<file path="config.mk">
export PLATFORM = sky130hd
export DESIGN_NAME = mem_req_queue
export DESIGN_NICKNAME = d
export VERILOG_FILES = /design/src/rtl/mem_req_queue.sv
export SDC_FILE = /design/constraint.sdc
export NUM_CORES = 1
export LEC_CHECK = 0
export CORE_MARGIN = 4
export CORE_UTILIZATION = 30
export CTS_CLUSTER_SIZE = 30
export DETAILED_ROUTE_END_ITERATION = 8
export GPL_TIMING_DRIVEN = 0
export PLACE_DENSITY = 0.49
export SLEW_MARGIN = 25
export SYNTH_ARGS = -nofsm -noshare
export SYNTH_HDL_FRONTEND = slang
export SYNTH_SLANG_ARGS = --single-unit
</file>
<file path="constraint.sdc">
create_clock -name clk -period 2.55 [get_ports clk]
set_input_delay 0.51 -clock clk [delete_from_list [all_inputs] [get_ports clk]]
set_output_delay 0.51 -clock clk [all_outputs]
set_load 0.03 [all_outputs]
</file>
<file path="src/rtl/mem_req_queue.sv">
// mem_req_queue: request FIFO and sequencer in front of the memory stage.
// Requests are buffered, issued one at a time on registered mem_* lines
// that are held between issues, and read data comes back on a
// valid/ready response port in strict request order.
module mem_req_queue #(
    parameter int unsigned DEPTH  = 4,
    parameter int unsigned ADDR_W = 32,
    parameter int unsigned DATA_W = 32
) (
    input  logic              clk,
    input  logic              rst_n,
    // request side
    input  logic              req_valid,
    output logic              req_ready,
    input  logic              req_mode,
    input  logic [ADDR_W-1:0] req_addr,
    input  logic [DATA_W-1:0] req_wdata,
    // response side
    output logic              rsp_valid,
    input  logic              rsp_ready,
    output logic [DATA_W-1:0] rsp_data,
    // memory stage interface
    output logic [ADDR_W-1:0] mem_address,
    output logic [DATA_W-1:0] mem_data,
    output logic              mem_mode,
    input  logic [DATA_W-1:0] mem_out,
    // status
    output logic              busy
);

    localparam int unsigned PTR_W = (DEPTH > 1) ? $clog2(DEPTH) : 1;
    localparam int unsigned CNT_W = PTR_W + 1;
    localparam logic [CNT_W-1:0] FULL_CNT = CNT_W'(DEPTH);

    typedef struct packed {
        logic              mode;
        logic [ADDR_W-1:0] addr;
        logic [DATA_W-1:0] wdata;
    } req_t;

    typedef enum logic [1:0] {
        IDLE    = 2'd0,
        ISSUE   = 2'd1,
        CAPTURE = 2'd2,
        RESP    = 2'd3
    } state_t;

    req_t             fifo_mem [DEPTH];
    req_t             head;
    logic [PTR_W-1:0] wr_ptr;
    logic [PTR_W-1:0] rd_ptr;
    logic [CNT_W-1:0] count;
    logic [CNT_W-1:0] count_nxt;
    state_t           state;
    logic             push;
    logic             pop;

    assign head = fifo_mem[rd_ptr];
    assign push = req_valid && req_ready;
    assign pop  = (state == IDLE) && (count != '0);
    assign busy = (count != '0) || (state != IDLE);

    // Occupancy after this cycle's push/pop; simultaneous push and pop cancel.
    always_comb begin
        count_nxt = count;
        case ({push, pop})
            2'b10:   count_nxt = count + CNT_W'(1);
            2'b01:   count_nxt = count - CNT_W'(1);
            default: count_nxt = count;
        endcase
    end

    // Entry storage; no reset needed since only written slots are ever popped.
    always_ff @(posedge clk) begin
        if (push) begin
            fifo_mem[wr_ptr] <= '{mode: req_mode, addr: req_addr, wdata: req_wdata};
        end
    end

    // Pointers, occupancy and the registered not-full flag.
    always_ff @(posedge clk or negedge rst_n) begin
        if (!rst_n) begin
            wr_ptr    <= '0;
            rd_ptr    <= '0;
            count     <= '0;
            req_ready <= 1'b1;
        end else begin
            if (push) begin
                wr_ptr <= wr_ptr + PTR_W'(1);
            end
            if (pop) begin
                rd_ptr <= rd_ptr + PTR_W'(1);
            end
            count     <= count_nxt;
            req_ready <= (count_nxt != FULL_CNT);
        end
    end

    // Issue sequencer: mem_* change only on a pop and are held otherwise,
    // since the memory stage reacts only to a change on its inputs.
    always_ff @(posedge clk or negedge rst_n) begin
        if (!rst_n) begin
            state       <= IDLE;
            mem_address <= '0;
            mem_data    <= '0;
            mem_mode    <= 1'b0;
            rsp_valid   <= 1'b0;
            rsp_data    <= '0;
        end else begin
            case (state)
                IDLE: begin
                    if (pop) begin
                        mem_address <= head.addr;
                        mem_mode    <= head.mode;
                        // reads leave the data lines untouched
                        if (head.mode) begin
                            mem_data <= head.wdata;
                        end
                        state <= ISSUE;
                    end
                end
                ISSUE: begin
                    // memory samples the new inputs at the edge closing this cycle
                    state <= mem_mode ? IDLE : CAPTURE;
                end
                CAPTURE: begin
                    rsp_data  <= mem_out;
                    rsp_valid <= 1'b1;
                    state     <= RESP;
                end
                RESP: begin
                    if (rsp_ready) begin
                        rsp_valid <= 1'b0;
                        state     <= IDLE;
                    end
                end
                default: begin
                    rsp_valid <= 1'b0;
                    state     <= IDLE;
                end
            endcase
        end
    end

endmodule

</file>
==> results.toml, run 1 <==
[critical_path]
start_kind = "flip-flop"
reg2reg_depth = 9
timing.rr.start = "state[0]$_DFFE_PN0P_"
critical_path_class = "reg -> reg"
critPathLaunch = "state[0]$_DFFE_PN0P_"
crit_slowest_cell = "dfrtp_1"
path_delay_family = "simple AND/OR/NAND/NOR gates"
max_stage_delay_ps = 450
worstSetupEndpointType = "flip-flop"
r2r_setup_slack_ps = 170
cp.buffers_inverters = 2
critical_path_arrival_ps = 2850
path_max_fanout = 17
crit_chain = "nor2_4, nand2_8, inv_1, ha_1, inv_1, fa_1, xor2_1, or3_1, a211o_1"
required_ps = 3030
r2r-end = "req_ready$_DFF_PN1_"
path_common_cell = "inv_1"

[finish]
instances_no_fill = 1487
multi_input_area_um2 = 3000
final_layout_size_suffix_gt1_frac = 0.289
fin_util = 0.399
fin_nets = 958
regArea_um2 = 10500
syn_to_final_growth_pct = 32.0
fillCellCount = 4119

[power_and_ir_drop]
power_uw = 23300
sequentialPowerShare = 0.378
p_clk_frac = 0.263
ir_worst_vdd_mv = 0.627
pwr_density_cell_nw_per_um2 = 1290
p_leak_uw = 0.00645
p_int_uw = 16000
combPwrFrac = 0.359
power_switching_uw = 7310
p_sw_frac = 0.313

[sta]
max_freq_ghz = 0.421
setup_viol = 0
period_minus_slack_ps = 2380
slew_headroom = 0.406
slew_violations = 0
timing.final.crit_share = 0.932
rsz0062_at_grt = "no"
hold_violations = 0
tightest_slew_ps = 892
finalClockSkew_ps = 13.5

[synth]
synth_xor_area_frac = 0.00320
yosys_warnings = 0
netlist_instances = 598
synthMuxAreaShare = 0.195
ys_seq_elements = 368
synthAdderAreaFrac = 0.00603
synth_simple_gate_area_frac = 0.00767
synth_top_family_by_area = "multiplexers"
synth_compound_area_frac = 0.00365
syn_area_um2 = 13700
syn_area_per_cell_um2 = 22.9
synth_cell_types = 35
synth.net_count = 705
ys_seq_area_frac = 0.767

[placement]
gp_congestion = 0.673
numPlacedInstances = 1405
placement.io_buffers = 200
dpl.hpwl_mm = 19.0

[cts]
cts-buffers-inserted = 43
clock_path_buffers = 3
worstSkewPairLatency_ps = 560
cts.sinks = 368
clk_pin_slew_ps = 60
cts_tree = "done"
htree_num_levels = 2
cts_root_buf = "clkbuf_16"

[outcome]
status = "completed"

[hold_path]
hp-class = "in -> async"

[floorplan]
core_um2 = 45300
fp.dieW_um = 222
die_h_um = 222
placement_rows = 78
die_area_um2 = 49200
initial_core_util = 0.303
io_pins = 201

[route]
drt-initial-drc-count = 316
wire_per_inst_um = 20.4
drc = 0
dr_total_vias = 6524
routed_wl_mm = 30.3
firstDrtPassIters = 4
viasPerCell = 4.39
antenna_left = 0

[job]
maxCapViolations = 0

[grt]
grt_pass1_wl_mm = 46.2
grt_pass1_vias = 7228
antenna_found_initial = 4
grt_max_degree = 59
grt.total_usage = 0.123
overflow = 0
-- cell families after synthesis --
| family | count (synthesis) |
|---|---|
| DFF | 368 |
| adders and majority gates | 6 |
| buffers and inverters | 32 |
| and+or+nand+nor | 17 |
| muxes | 163 |
| xor gates and xnor gates | 5 |
| AOI/OAI and AO/OA | 7 |
-- synthesized netlist by cell type --
| master | n | area, µm² |
|---|---|---|
| fa_1 | 1 | 20.0 |
| buf_2 | 6 | 30.0 |
| or3_1 | 2 | 12.5 |
| nand2_2 | 1 | 6.26 |
| mux2_4 | 29 | 435 |
| dfstp_2 | 1 | 26.3 |
| dfrtp_1 | 107 | 2680 |
| nand3_1 | 1 | 5.00 |
| mux4_2 | 65 | 1460 |
| mux2_2 | 68 | 766 |
| buf_4 | 3 | 22.5 |
| a211o_1 | 1 | 8.76 |
| inv_1 | 7 | 26.3 |
| nor2_2 | 1 | 6.26 |
| a21o_1 | 1 | 7.51 |
| and3_1 | 4 | 25.0 |
| ha_1 | 5 | 62.6 |
| a21oi_1 | 1 | 5.00 |
| xor2_1 | 1 | 8.76 |
| o21ai_0 | 1 | 5.00 |
| mux2i_1 | 1 | 10.0 |
| nand2_1 | 4 | 15.0 |
| a21bo_1 | 1 | 10.0 |
| nor2b_1 | 1 | 6.26 |
| buf_6 | 6 | 67.6 |
| clkbuf_1 | 6 | 22.5 |
| nor3_1 | 1 | 5.00 |
| buf_1 | 1 | 3.75 |
| edfxtp_1 | 260 | 7810 |
| a22oi_1 | 1 | 7.51 |
| nand3_4 | 1 | 17.5 |
| nand2b_1 | 1 | 6.26 |
| a31oi_1 | 1 | 6.26 |
| buf_12 | 3 | 60.1 |
| xnor2_1 | 4 | 35.0 |
-- flip-flops by register name, summed over array words and instances (netlist names), named ones only --
register / flops
mem_data: 32
req_ready: 1
mem_address: 32
mem_mode: 1
rd_ptr: 2
rsp_data: 32
wr_ptr: 2
rsp_valid: 1
count: 3
fifo_mem: 260
state: 1
-- per-stage QoR --
step	hold WS, ps	setup TNS, ps	cell area, µm²	setup WS, ps
floorplan	214	0	13700	100
global placement	463	-651960	16500	-4510
detailed placement	490	-401	16600	-326
CTS	484	0	18100	49.1
global route	510	0	18100	57.4
finish	486	0	18100	174
-- worst max-delay path by stage --
stage | end | slack [ps] | depth (start not counted)
after CTS | req_ready$_DFF_PN1_ | 50 | 9
after detailed placement | req_ready$_DFF_PN1_ | -330 | 10
after global placement | mem_address[12]$_DFFE_PN0P_ | -4510 | 1
after global routing | req_ready$_DFF_PN1_ | 60 | 9
after floorplan | req_ready$_DFF_PN1_ | 100 | 10
final | req_ready$_DFF_PN1_ | 170 | 9
-- cell type report --
type,instances,area share
buffer,24,0.0110
multi-input combinational,198,0.166
tap,600,0.0415
clock buffer,65,0.0663
sequential,368,0.581
inverter,7,0.00145
clock inverter,15,0.0118
antenna,1,0.000138
timing repair buffer,209,0.120
-- what timing repair did --
item                                    in CTS  in global routing
resized for setup                            4                  1
setup buffers                                0                  1
hold buffers                                 1                  0
endpoints found under the setup margin       3                  1
cloned                                       0                  0
pin swaps                                    0                  1
endpoints found under the hold margin       56                  0
-- placed cells by master (no fill, tap or decap), drive strengths merged --
| master | n |
|---|---|
| buf | 27 |
| a211o | 1 |
| clkdlybuf4s50 | 198 |
| nand2 | 5 |
| xnor2 | 4 |
| mux4 | 65 |
| clkinv | 6 |
| xor2 | 1 |
| a22oi | 1 |
| and3 | 4 |
| a21oi | 1 |
| ha | 5 |
| a21bo | 1 |
| nor3 | 1 |
| a31oi | 1 |
| dlygate4sd2 | 1 |
| edfxtp | 260 |
| dlygate4sd3 | 1 |
| clkbuf | 71 |
| diode | 1 |
| o21ai | 1 |
| fa | 1 |
| nor2b | 1 |
| or3 | 2 |
| dfstp | 1 |
| bufinv | 5 |
| dfrtp | 107 |
| nand2b | 1 |
| inv | 11 |
| nor2 | 1 |
| a21o | 1 |
| mux2i | 1 |
| mux2 | 97 |
| nand3 | 2 |
-- power by group through the flow --
stage                     Clock, µW  Sequential, µW  Combinational, µW
after floorplan                   0           10400               3760
after global placement            0            8970               8430
after CTS                      6370            8850               8630
after detailed placement          0            8950               8610
after global routing           6630            9000               8960
final                          6130            8830               8370
-- worst register-to-register path: cells and delay by family (launching register included) --
family                     cells  cell delay (ps)
DFF                            1              450
buffers and inverters          2              150
AOI/OAI and AO/OA              1              310
xor gates and xnor gates       1              160
and+or+nand+nor                3              700
adders and majority gates      2              540
-- metal layers --
metal / global-route usage / vias up / part of all wire
met5: 0 / - / 0.00050
met4: 0.0380 / 4 / 0.021
met3: 0.0391 / 46 / 0.063
met2: 0.201 / 178 / 0.48
met1: 0.157 / 3382 / 0.44
li1: - / 2914 / -
(Power assumes the default switching activity.)
==> run 2: changes to the inputs <==
--- a/config.mk
+++ b/config.mk
@@ -11,7 +11,7 @@
 export DETAILED_ROUTE_END_ITERATION = 8
 export GPL_TIMING_DRIVEN = 0
 export PLACE_DENSITY = 0.49
-export SLEW_MARGIN = 25
+export SLEW_MARGIN = 10
 export SYNTH_ARGS = -nofsm -noshare
 export SYNTH_HDL_FRONTEND = slang
 export SYNTH_SLANG_ARGS = --single-unit
==> results.toml, run 2 (synthesized netlist as in run 1, its figures left out) <==
[outcome]
status = "completed"

[critical_path]
path_max_fanout = 17
timing.rr.start = "state[0]$_DFFE_PN0P_"
critical_path_class = "reg -> reg"
r2r_setup_slack_ps = 160
critical_path_arrival_ps = 2860
start_kind = "flip-flop"
r2r-end = "req_ready$_DFF_PN1_"
reg2reg_depth = 9
required_ps = 3020
worstSetupEndpointType = "flip-flop"

[job]
maxCapViolations = 0

[sta]
timing.final.crit_share = 0.937
slew_violations = 0
max_freq_ghz = 0.418
setup_viol = 0
slew_headroom = 0.426
finalClockSkew_ps = 7.52
tightest_slew_ps = 861
finalHoldWorstSlack_ps = 485
rsz0062_at_grt = "no"
hold_violations = 0
period_minus_slack_ps = 2390
setup_ws_ps = 160

[route]
antenna_left = 0
wire_per_inst_um = 20.4
viasPerCell = 4.42
drc = 0
dr_total_vias = 6566
firstDrtPassIters = 4
routed_wl_mm = 30.3
drt-initial-drc-count = 313

[power_and_ir_drop]
ir_worst_vdd_mv = 0.528
pwr_density_cell_nw_per_um2 = 1290
p_leak_uw = 0.00644

[floorplan]
die_area_um2 = 49200
core_um2 = 45300
io_pins = 201
fp.dieW_um = 222
placement_rows = 78
initial_core_util = 0.303
die_h_um = 222

[cts]
worstSkewPairLatency_ps = 550
cts_tree = "done"
htree_num_levels = 2
cts-buffers-inserted = 43
cts.sinks = 368
clock_path_buffers = 3
cts_root_buf = "clkbuf_16"
clk_pin_slew_ps = 60

[hold_path]
hold_path_end = "rsp_valid$_DFFE_PN0P_"
whs_path_depth = 1
hp-start = "rsp_valid$_DFFE_PN0P_"
hp-class = "reg -> reg"

[finish]
fin_util = 0.399
largest_reg_flops = 260
fin_nets = 956
fillCellCount = 4137
syn_to_final_growth_pct = 31.8
final_common_cell = "edfxtp_1"
final_layout_size_suffix_gt1_frac = 0.290
regMostFlops = "fifo_mem"
layout_common_cells = "edfxtp_1, clkdlybuf4s50_1, dfrtp_1"

[grt]
antenna_found_initial = 4
grtUsageMet2 = 0.202
grt_max_degree = 59
busiest_layer = "met2"
grt_pass1_vias = 7283
grt_use_met1 = 0.155
overflow = 0
gr-usage-met3 = 0.0372
grt.total_usage = 0.123
grt_pass1_wl_mm = 46.2

[placement]
placement.io_buffers = 200
gp_congestion = 0.673
dpl.hpwl_mm = 18.6
pre_cts_slack_ps = -323
[run 2: layer usage]
layer | up-vias | routed length (µm)
li1 | 2914 | -
met1 | 3409 | 13100
met2 | 183 | 14500
met3 | 56 | 1920
met4 | 4 | 718
met5 | - | 20
[run 2: area by class of cell]
type / instances / area [µm²] / area share
well taps: 600 / 751 / 0.0416
clock inverters: 19 / 220 / 0.0122
repair buffers: 207 / 2140 / 0.119
diodes: 2 / 5.00 / 0.000277
clock buffers: 59 / 1200 / 0.0664
inverters: 7 / 26.3 / 0.00146
flip-flops and latches: 368 / 10500 / 0.582
plain buffers: 24 / 199 / 0.0110
multi-input cells: 198 / 3000 / 0.166
[run 2: metrics by stage]
step	instance area (µm²)	power (µW)	std cells	TNS [ps]
after floorplan	13700	14200	598	0
after global routing	18000	24600	1482	0
final	18100	23300	1484	0
after CTS	18000	23800	1481	0
after global placement	16500	17400	1398	-651960
after detailed placement	16600	17500	1403	-397
[run 2: critical path, cell delays in order, from the launching register on]
cell,delay [ps]
dfrtp_1,440
nor2_4,220
nand2_8,160
inv_1,90
ha_1,170
inv_1,60
fa_1,370
xor2_1,160
or3_1,330
a211o_1,310
[run 2: report_power, final]
group          switching, µW  total (µW)  internal [µW]
registers                644        8830           8190
logic                   4300        8350           4050
clock network           2350        6140           3790
[run 2: worst max-delay path by stage]
stage | from | endpoint
after floorplan | flip-flop | req_ready$_DFF_PN1_
after global placement | rst_n | mem_address[12]$_DFFE_PN0P_
after detailed placement | flip-flop | req_ready$_DFF_PN1_
after global routing | flip-flop | req_ready$_DFF_PN1_
final | state[0]$_DFFE_PN0P_ | req_ready$_DFF_PN1_
after CTS | flip-flop | req_ready$_DFF_PN1_
[run 2: timing repair]
item / CTS / global route
hold buffers: 1 / 0
endpoints found under the hold margin: 56 / 0
setup endpoints to repair: 3 / 1
resized for setup: 4 / 1
pin swaps: 0 / 1
setup buffers: 0 / 1
==> run 3: changes to the inputs <==
--- a/config.mk
+++ b/config.mk
@@ -11,6 +11,7 @@
 export DETAILED_ROUTE_END_ITERATION = 8
 export GPL_TIMING_DRIVEN = 0
 export PLACE_DENSITY = 0.49
+export RECOVER_POWER = 50
 export SLEW_MARGIN = 10
 export SYNTH_ARGS = -nofsm -noshare
 export SYNTH_HDL_FRONTEND = slang
==> results.toml, run 3 (synthesized netlist as in run 1, its figures left out) <==
[finish]
instances_no_fill = 1484
layout_common_cells = "edfxtp_1, clkdlybuf4s50_1, dfrtp_1"
largest_reg_flops = 260
fillCellCount = 4139
regMostFlops = "fifo_mem"
finalInstanceArea_um2 = 18000
final_common_cell = "edfxtp_1"
syn_to_final_growth_pct = 31.7
final_layout_size_suffix_gt1_frac = 0.288
fin_nets = 956

[hold_path]
hp-class = "reg -> reg"

[power_and_ir_drop]
p_int_uw = 16000
ir_worst_vdd_mv = 0.528
pwr_density_cell_nw_per_um2 = 1290
power_switching_uw = 7300
p_sw_frac = 0.313
combPwrFrac = 0.357
p_leak_uw = 0.00646
sequentialPowerShare = 0.379
p_clk_frac = 0.264
power_uw = 23300

[route]
routed_wl_mm = 30.3
drc = 0
dr_total_vias = 6577
antenna_left = 0
viasPerCell = 4.43
wire_per_inst_um = 20.4
firstDrtPassIters = 4
drt-initial-drc-count = 320

[floorplan]
initial_core_util = 0.303
io_pins = 201
fp.dieW_um = 222
die_area_um2 = 49200
core_um2 = 45300
die_h_um = 222
placement_rows = 78

[grt]
grt.total_usage = 0.123
overflow = 0
antenna_found_initial = 5
grt_max_degree = 59
grt_pass1_vias = 7283
grt_pass1_wl_mm = 46.2

[placement]
dpl_cell_area_um2 = 16600
dpl.hpwl_mm = 18.6
gp_congestion = 0.673
numPlacedInstances = 1403
placement.io_buffers = 200

[critical_path]
path_max_fanout = 17
required_ps = 3020
crit_slowest_cell = "dfrtp_1"
crit_chain = "nor2_4, nand2_8, inv_1, ha_1, inv_1, fa_1, xor2_1, or3_1, a211o_1"
path_common_cell = "inv_1"
critical_path_class = "reg -> reg"
worstSetupEndpointType = "flip-flop"
critical_path_arrival_ps = 2860
start_kind = "flip-flop"
max_stage_delay_ps = 440

[sta]
hold_violations = 0
rsz0062_at_grt = "no"
finalClockSkew_ps = 7.53
timing.final.crit_share = 0.936
tightest_slew_ps = 1690
fin_setup_tns_ps = 0
slew_headroom = -0.128
setup_viol = 0
max_freq_ghz = 0.419
period_minus_slack_ps = 2390
slew_violations = 58

[cts]
cts-buffers-inserted = 43
htree_num_levels = 2
worstSkewPairLatency_ps = 550
cts_root_buf = "clkbuf_16"
cts_tree = "done"
clk_pin_slew_ps = 60
cts.sinks = 368
clock_path_buffers = 3

[outcome]
status = "finished, violations left"
violations = "capacitance limit, slew limit"

[job]
maxCapViolations = 1
## run 3: cell types whose count changed in the layout (fill, tap and decap cells not counted), sizes merged
cell | previous run | this run
dlygate4sd3 | 1 | 66
clkbuf | 65 | 67
buf | 25 | 23
clkdlybuf4s50 | 198 | 133
## run 3: layer usage
metal  track usage  wire, µm
met1         0.155     13200
met2         0.202     14400
met5             0        20
met3        0.0372      1880
met4        0.0452       764
## run 3: path summary, 6_finish.rpt
check                                              end                  start  slack [ps]  cells past startpoint
max                                req_ready$_DFF_PN1_   state[0]$_DFFE_PN0P_         160                      9
min                              rsp_valid$_DFFE_PN0P_  rsp_valid$_DFFE_PN0P_         480                      1
max reg2reg                        req_ready$_DFF_PN1_   state[0]$_DFFE_PN0P_         160                      9
min reg2reg                      rsp_valid$_DFFE_PN0P_  rsp_valid$_DFFE_PN0P_         480                      1
max in group asynchronous  mem_address[14]$_DFFE_PN0P_                  rst_n         570                      3
min in group asynchronous      rsp_data[9]$_DFFE_PN0P_                  rst_n         930                      2
## run 3: layout make-up
class	count	area (µm²)	share of cell area
flip-flops and latches	368	10500	0.583
clock buffers	59	1200	0.0664
well taps	600	751	0.0416
repair buffers	207	2140	0.118
inverters	7	26.3	0.00146
clock inverters	19	220	0.0122
plain buffers	24	198	0.0110
multi-input cells	198	2990	0.166
diodes	2	5.00	0.000277
## run 3: timing repair
| item | 4_1_cts | 5_1_grt |
|---|---|---|
| hold buffers | 1 | 0 |
| pin swaps | 0 | 1 |
| hold endpoints to repair | 56 | 0 |
| resized for setup | 4 | 1 |
| setup buffers | 0 | 1 |
| endpoints found under the setup margin | 3 | 1 |
## run 3: worst max-delay path: cells and delay by family, from the launching register on
family / cells / cell delay, ps
compound gates: 1 / 310
fa+ha+maj: 2 / 540
simple gates: 3 / 710
buf+inv: 2 / 150
xor+xnor: 1 / 160
flops: 1 / 440
## run 3: power groups by stage
stage | logic [µW] | clock network (µW) | registers, µW
finish | 8320 | 6150 | 8840
CTS | 8590 | 6400 | 8860
floorplan | 3760 | 0 | 10400
global route | 8880 | 6660 | 9010
global placement | 8430 | 0 | 8970
detailed placement | 8570 | 0 | 8960
## run 3: metrics by stage
| stage | setup slack, ps | hold WS [ps] | utilization |
|---|---|---|---|
| 2_1_floorplan | 100 | 214 | - |
| 3_3_place_gp | -4510 | 463 | 0.363 |
| 3_5_place_dp | -323 | 484 | 0.367 |
| 4_1_cts | 35.9 | 497 | 0.398 |
| 5_1_grt | 11.4 | 510 | 0.398 |
| 6_report | 164 | 485 | 0.398 |
